==> src/rtl/qmem_decoder.sv <==
// qmem_decoder: routes one QMEM master to SN slaves by base/mask match.
// Locks onto the selected slave until ack/err; unmapped addresses get a
// one-cycle qm_err; a watchdog cuts off slaves that never respond.
// Ports:
//   clk, rst                     clock, async active-low reset
//   qm_cs/we/sel/adr/dat_w       master request
//   qm_dat_r, qm_ack, qm_err     master response (combinational from slave)
//   qs_cs                        per-slave chip select (combinational decode)
//   qs_we/sel/adr/dat_w          broadcast copies of the master request
//   qs_dat_r, qs_ack, qs_err     per-slave responses
//   ms                           one-hot locked slave, zero outside BUSY
module qmem_decoder #(
    parameter int unsigned QAW = 24,
    parameter int unsigned QDW = 32,
    parameter int unsigned QSW = QDW / 8,
    parameter int unsigned SN  = 2,
    parameter logic [SN-1:0][QAW-1:0] SS = {24'h800000, 24'h000000},
    parameter logic [SN-1:0][QAW-1:0] SM = {24'hF00000, 24'h800000},
    parameter int unsigned TOW = 8
) (
    input  logic                    clk,
    input  logic                    rst,
    input  logic                    qm_cs,
    input  logic                    qm_we,
    input  logic [QSW-1:0]          qm_sel,
    input  logic [QAW-1:0]          qm_adr,
    input  logic [QDW-1:0]          qm_dat_w,
    output logic [QDW-1:0]          qm_dat_r,
    output logic                    qm_ack,
    output logic                    qm_err,
    output logic [SN-1:0]           qs_cs,
    output logic                    qs_we,
    output logic [QSW-1:0]          qs_sel,
    output logic [QAW-1:0]          qs_adr,
    output logic [QDW-1:0]          qs_dat_w,
    input  logic [SN-1:0][QDW-1:0]  qs_dat_r,
    input  logic [SN-1:0]           qs_ack,
    input  logic [SN-1:0]           qs_err,
    output logic [SN-1:0]           ms
);

    // Watchdog limit: all ones, i.e. 2^TOW-1 cycles.
    localparam logic [TOW-1:0] TO = '1;

    typedef enum logic [1:0] {
        IDLE = 2'd0,
        BUSY = 2'd1,
        DERR = 2'd2
    } state_t;

    state_t         state;
    logic [TOW-1:0] to_cnt;

    logic           hit;
    logic [SN-1:0]  hit_oh;
    logic           sel_ack;
    logic           sel_err;
    logic [QDW-1:0] sel_dat;
    logic           timeout;

    // Request fields are broadcast unchanged; only cs is per-slave.
    assign qs_we    = qm_we;
    assign qs_sel   = qm_sel;
    assign qs_adr   = qm_adr;
    assign qs_dat_w = qm_dat_w;

    // Address decode: lowest matching index wins.
    always_comb begin
        hit    = 1'b0;
        hit_oh = '0;
        for (int unsigned i = 0; i < SN; i++) begin
            if (!hit && ((qm_adr & SM[i]) == SS[i])) begin
                hit       = 1'b1;
                hit_oh[i] = 1'b1;
            end
        end
    end

    // Response mux from the locked slave; other slaves are masked off.
    always_comb begin
        sel_dat = '0;
        for (int unsigned i = 0; i < SN; i++) begin
            if (ms[i]) sel_dat |= qs_dat_r[i];
        end
        sel_ack = |(qs_ack & ms);
        sel_err = |(qs_err & ms);
        timeout = (to_cnt == TO);
    end

    // Master/slave handshake outputs; everything is forced low while in reset.
    always_comb begin
        qs_cs    = '0;
        qm_ack   = 1'b0;
        qm_err   = 1'b0;
        qm_dat_r = '0;
        if (rst) begin
            case (state)
                IDLE: begin
                    if (qm_cs && hit) qs_cs = hit_oh;
                end
                BUSY: begin
                    qm_dat_r = sel_dat;
                    if (qm_cs) begin
                        // Slave is cut off on the watchdog cycle; a late ack still wins.
                        qs_cs  = timeout ? '0 : ms;
                        qm_ack = sel_ack;
                        qm_err = sel_err | (timeout & ~sel_ack);
                    end
                end
                DERR: begin
                    qm_err = 1'b1;
                end
                default: begin
                    qs_cs = '0;
                end
            endcase
        end
    end

    // State, slave lock and watchdog.
    always_ff @(posedge clk or negedge rst) begin
        if (!rst) begin
            state  <= IDLE;
            ms     <= '0;
            to_cnt <= '0;
        end else begin
            case (state)
                IDLE: begin
                    if (qm_cs) begin
                        if (hit) begin
                            state  <= BUSY;
                            ms     <= hit_oh;
                            to_cnt <= '0;
                        end else begin
                            state <= DERR;
                        end
                    end
                end
                BUSY: begin
                    // Dropped cs, response or watchdog all release the lock.
                    if (!qm_cs || sel_ack || sel_err || timeout) begin
                        state  <= IDLE;
                        ms     <= '0;
                        to_cnt <= '0;
                    end else begin
                        to_cnt <= to_cnt + TOW'(1);
                    end
                end
                DERR: begin
                    state <= IDLE;
                end
                default: begin
                    state  <= IDLE;
                    ms     <= '0;
                    to_cnt <= '0;
                end
            endcase
        end
    end

endmodule

==> config.mk <==
export PLATFORM = sky130hd
export DESIGN_NAME = qmem_decoder
export DESIGN_NICKNAME = d
export VERILOG_FILES = /design/src/rtl/qmem_decoder.sv
export SDC_FILE = /design/constraint.sdc
export NUM_CORES = 1
export LEC_CHECK = 0
export CORE_AREA = 2 2 90 92
export DETAILED_ROUTE_END_ITERATION = 10
export DIE_AREA = 0 0 92 94
export DONT_BUFFER_PORTS = 1
export PLACE_DENSITY = 0.44
export SLEW_MARGIN = 20
export SYNTH_ARGS = -nofsm -noshare
export SYNTH_HDL_FRONTEND = slang
export SYNTH_SLANG_ARGS = --single-unit
==> constraint.sdc <==
create_clock -name clk -period 2.85 [get_ports clk]
set_input_delay 0.1425 -clock clk [delete_from_list [all_inputs] [get_ports clk]]
set_output_delay 0.1425 -clock clk [all_outputs]
set_load 0.02 [all_outputs]
; ---- Word-level counts from Yosys, hierarchy flattened
; Index checks and enable logic that the tools add are counted.
; Widths: inputs -> output; s select.
[op_classes]
addsub = 1
n_eq_ne = 7
muxes = 29
bitwise = 7
reduce_logical = 14
[ops]
columns = operator, count
row1 = $mux 32, 4
row2 = $or 32x32->32, 1
row3 = $logic_not 24->1, 1
row4 = $mux 8, 3
row5 = $pmux 8 s3, 1
row6 = $mux 2, 9
row7 = $add 8x1->8 const B, 1
row8 = $eq 8x8->1 const B, 1
row9 = $mux 1, 8
row10 = $pmux 2 s2, 2
row11 = $ne 2x2->1 const B, 3
row12 = $pmux 2 s3, 1
row13 = $and 2x2->2, 2
row14 = $eq 4x4->1 const B, 1
row15 = $reduce_and 4->1, 1
row16 = $reduce_or 2->1, 2
row17 = $logic_or 1x1->1, 3
row18 = $reduce_and 3->1, 1
row19 = $eq 2x1->1 const B, 1
row20 = $eq 2x2->1 const B, 1
row21 = $logic_and 1x1->1, 2
row22 = $logic_not 1->1, 2
row23 = $logic_not 2->1, 1
row24 = $not 1->1, 2
row25 = other kinds (4), 4
[totals]
ff_bits = 12
inputBits = 132
out_inout_bits = 99
elab_cells = 61

; ---- Longest topological paths before layout
[depth]
ltp_word = 9
depth_mapped = 7

; ---- Least setup slack after synthesis
; OpenSTA, ideal clock, no wires.
[synth_timing]
kind = register to register
startpoint = register state[0]
endpoint = register to_cnt[3]
setup_ns = 0.069
arrival_time_ns = 1.907
required_ns = 2.781
setup_slack_ns = 0.875
stages_incl_launch_ff = 8
path_buffers = 1
synth_period_minus_slack_ns = 1.975
cell_sequence = dfrtp_1 -> inv_1 -> ha_1 -> nor2b_1 -> a311o_1 -> buf_6 -> or4_1 -> nand3_1
[synth_between]
elab_chain_cells = 3
[synth_lines]
columns = element, line_no
row1 = "start, declared", 51  ; state_t state;
row2 = "start signal, assigned", 123  ; state <= IDLE;
row3 = "start signal, assigned", 131  ; state <= BUSY;
row4 = "start signal, assigned", 135  ; state <= DERR;
row5 = $logic_not 2->1 / $eq 2x2->1 (equally long branches), 127  ; case (state)
row6 = $ne 2x2->1 (no source line) / $not 1->1 (equally long branches), n/a
row7 = $reduce_and 3->1 (no source line), n/a
row8 = "end signal, assigned", 146  ; to_cnt <= to_cnt + TOW'(1);
row9 = "end, declared", 52  ; logic [TOW-1:0] to_cnt;
; Several ways; a longest one is shown, not always the timed one.
; A chain may end at the register's enable or synchronous reset.

; ---- Worst setup path after layout
[layout_timing]
startpoint = register state[1]
endpoint = output qm_dat_r[28]
[layout_between]
elab_chain_cells = 3
[layout_lines]
columns = element, line_no
row1 = $eq 2x1->1, 97  ; case (state)
row2 = $mux 32, 97
row3 = $mux 32, 96  ; if (rst) begin
row4 = "end, declared", 28  ; output logic [QDW-1:0] qm_dat_r,
; No other way between the ends.

==> flow_metrics.tcl <==
set metrics [dict create \
    design.die.area_mm2 0.008648 \
    gp_routability_congestion 0.8181 \
    postCtsResizedCells 0 \
    number_of_antenna_violations_at_the_first_check_in_global_routing 0 \
    post_drt_via_cell_ratio 5.093 \
    synth_sequential_area_ratio 0.1770 \
    synth_edf_count 0 \
    num_antenna_cells 0 \
    postSynthRegisterBits 12 \
    startpoint_class "flip-flop" \
    grt_use_total 0.1043 \
    asyncSetResetFlopFracSynth 1.000 \
    cts_root_buffer "sky130_fd_sc_hd__clkbuf_8" \
    dp_hpwl_um 4142 \
    finalNetCount 304 \
    final.min_clock_period_ps 2356 \
    wirelength_um 5064 \
    min-delay-start "qm_cs" \
    max-clock-path-buffers 2 \
    grt_setup_unrepaired "no" \
    number_of_cells_on_the_worst_reg_to_reg_path 6 \
    ir_drop_uv 342.7 \
    type_of_the_setup_path_with_the_least_slack "flip-flop to output pin" \
    timing.reg2reg.setup_slack_ps 700 \
    fmax_ghz 0.4244 \
    post-synth-top-area-fraction 0.2699 \
    synthesized_nets 371 \
    core-area_mm2 0.007607 \
    slowest_delay_ps 610 \
    cts_tree "yes" \
    cts_made_buffers 3 \
    fin_skew_ps 2.084 \
    worst_path_max_delay_cell "sky130_fd_sc_hd__nand2_1" \
    leakage_uw 0.0004195 \
    drc 0 \
    grt_overflow_total 0 \
    worst-endpoint-required_ps 2710 \
    clock_insertion_delay_worst_skew_ps 240 \
    yosys.cell_count.top_type "sky130_fd_sc_hd__buf_4" \
    timing.critical_path.cells "inv_1 -> ha_1 -> nand2_1 -> nor2_1" \
    critPathTopFamily "simple AND/OR/NAND/NOR gates" \
    timing_worst_slew_pin_value_ps 973.7 \
    netlist-cell-type-count 34 \
    cp_num_buf_inv 1 \
    ctsHoldBuffers 1 \
    timing.final.setup_violations 0 \
    min-delay-path-class "input port to flip-flop" \
    synth_area_mm2 0.001697 \
    worst_setup_hold_path_clk_slew_ps 60 \
    hold_path_end "state[1]" \
    power.density_mw_per_mm2 694.0 \
    synth_area_leader_cell "sky130_fd_sc_hd__buf_4" \
    cts_post_setup_buffers_inserted 0 \
    io_pins 231 \
    vias_in_the_first_global_route 1222 \
    synth-warning-count 0 \
    crit-reg2reg-launch "state[0]" \
    post-route-period-util 0.8268 \
    netlist_top_cells_area "sky130_fd_sc_hd__buf_4 (27%), sky130_fd_sc_hd__dfrtp_1 (18%), sky130_fd_sc_hd__a22oi_1 (15%), sky130_fd_sc_hd__nor2_1 (8.0%), sky130_fd_sc_hd__nand3_1 (3.8%)" \
    setup.worst_path.end_class "output pin" \
    share_of_cells_above_drive_strength_1 0.05422 \
    synthCells 235 \
    port_buffers 0 \
    finalHoldViolCount 0 \
    syn-mean-instance-area_um2 7.220 \
    layout-area-overhead-vs-synth_pct -19.10 \
    drv.max_cap_violation_count 0 \
    worst_path_maximum_fanout 32 \
    tritoncts_num_sinks 12 \
    die_h_um 94 \
    ant_nets 0 \
    starting_density 0.2230 \
    htree_levels 1 \
    timing.setup.tns_ps 0 \
    dr_total_vias 1365 \
    site_row_count 32 \
    critPathArrivalTime_ps 2210 \
    final-max-slew-violation-count 0 \
    r2r-end "to_cnt[3]" \
    grt_start_max_net_pins 37 \
    slew-limit-headroom 0.3493 \
    synthFlopType "sky130_fd_sc_hd__dfrtp_1" \
    ys_top_cells_by_count "sky130_fd_sc_hd__buf_4 (61), sky130_fd_sc_hd__nor2_1 (36), sky130_fd_sc_hd__a22oi_1 (33)" \
    global_route_wire_length_before_repair_um 6989 \
    chipWidth_um 92 \
    hold-path-cell-count 2 \
    finalPower_uw 952.6 \
    post_drt_wl_per_cell_um 18.90 \
    iter_0_drt_violations 38 \
    run_status "finished clean" \
    detail_route.first_pass.iterations 4 \
    final.fill_count 869 \
]
[registers in the layout (all words and copies together) (netlist names)]
register  count
to_cnt        8
ms            2
state         2
[layout by cell type (no fill, tap or decap), types with 4 or more instances in the layout]
| cell type | netlist | final |
|---|---|---|
| sky130_fd_sc_hd__nand3_1 | 13 | 13 |
| sky130_fd_sc_hd__nor2_1 | 36 | 36 |
| sky130_fd_sc_hd__o21ai_1 | 5 | 5 |
| sky130_fd_sc_hd__ha_1 | 4 | 4 |
| sky130_fd_sc_hd__a21oi_1 | 4 | 4 |
| sky130_fd_sc_hd__or4_1 | 4 | 4 |
| sky130_fd_sc_hd__inv_1 | 7 | 7 |
| sky130_fd_sc_hd__o21ai_0 | 4 | 4 |
| sky130_fd_sc_hd__a22oi_1 | 33 | 33 |
| sky130_fd_sc_hd__dfrtp_1 | 12 | 12 |
| sky130_fd_sc_hd__nand2_1 | 10 | 10 |
[kinds of logic (layout without fill, tap and decap cells)]
group           Yosys count  after routing  share of synthesized area
simple gates             77             77                     0.2146
fa+ha+maj                 4              4                    0.02950
flops                    12             12                     0.1770
buf+inv                  82             13                     0.3208
compound gates           58             58                     0.2463
mux                       2              2                    0.01180
[worst max path at each step]
stage / slack, ps / cells after the start / endpoint / start
final: 490 / 4 / qm_dat_r[28] / state[1]
after CTS: 470 / 4 / qm_dat_r[28] / state[1]
after global placement: 740 / 6 / to_cnt[3] / state[0]
after global routing: 260 / 4 / qm_dat_r[28] / state[1]
after detailed placement: 720 / 6 / to_cnt[3] / state[0]
after floorplan: 870 / 7 / to_cnt[3] / state[0]
[power by group]
group	switching [µW]	internal (µW)	leakage [µW]	total (µW)
sequential	21.6	197	0.000164	219
combinational	384	186	0.000234	570
clock	70.0	93.4	0.0000216	163
[routing by layer]
| layer | GRT usage | vias to the layer above | wire [µm] |
|---|---|---|---|
| li1 | - | 637 | - |
| met1 | 0.1216 | 626 | 1867 |
| met2 | 0.1844 | 92 | 2654 |
| met3 | 0.02889 | 10 | 439 |
| met4 | 0.03483 | 0 | 103 |
| met5 | 0 | - | 0 |
[layout make-up]
cell class / count / area [µm²] / share of cell area
clock buffers: 3 / 41.29 / 0.03008
inverters: 7 / 26.28 / 0.01914
multi-input cells: 141 / 852.1 / 0.6208
flip-flops and latches: 12 / 300.3 / 0.2188
well taps: 102 / 127.6 / 0.09298
repair buffers: 3 / 25.02 / 0.01823
[through the flow]
stage	utilization	std cells	hold WS [ps]	cell area, µm²	setup slack (ps)
after detailed placement	0.1737	264	-152.2	1321	721.0
after global placement	0.1737	264	-152.2	1321	742.0
after CTS	0.1804	268	56.24	1373	470.7
after floorplan	-	235	-153.1	1697	874.7
final	0.1804	268	56.47	1373	493.7
after global routing	0.1804	268	67.79	1373	256.6
Note: power is estimated with default switching activity, not from simulation.
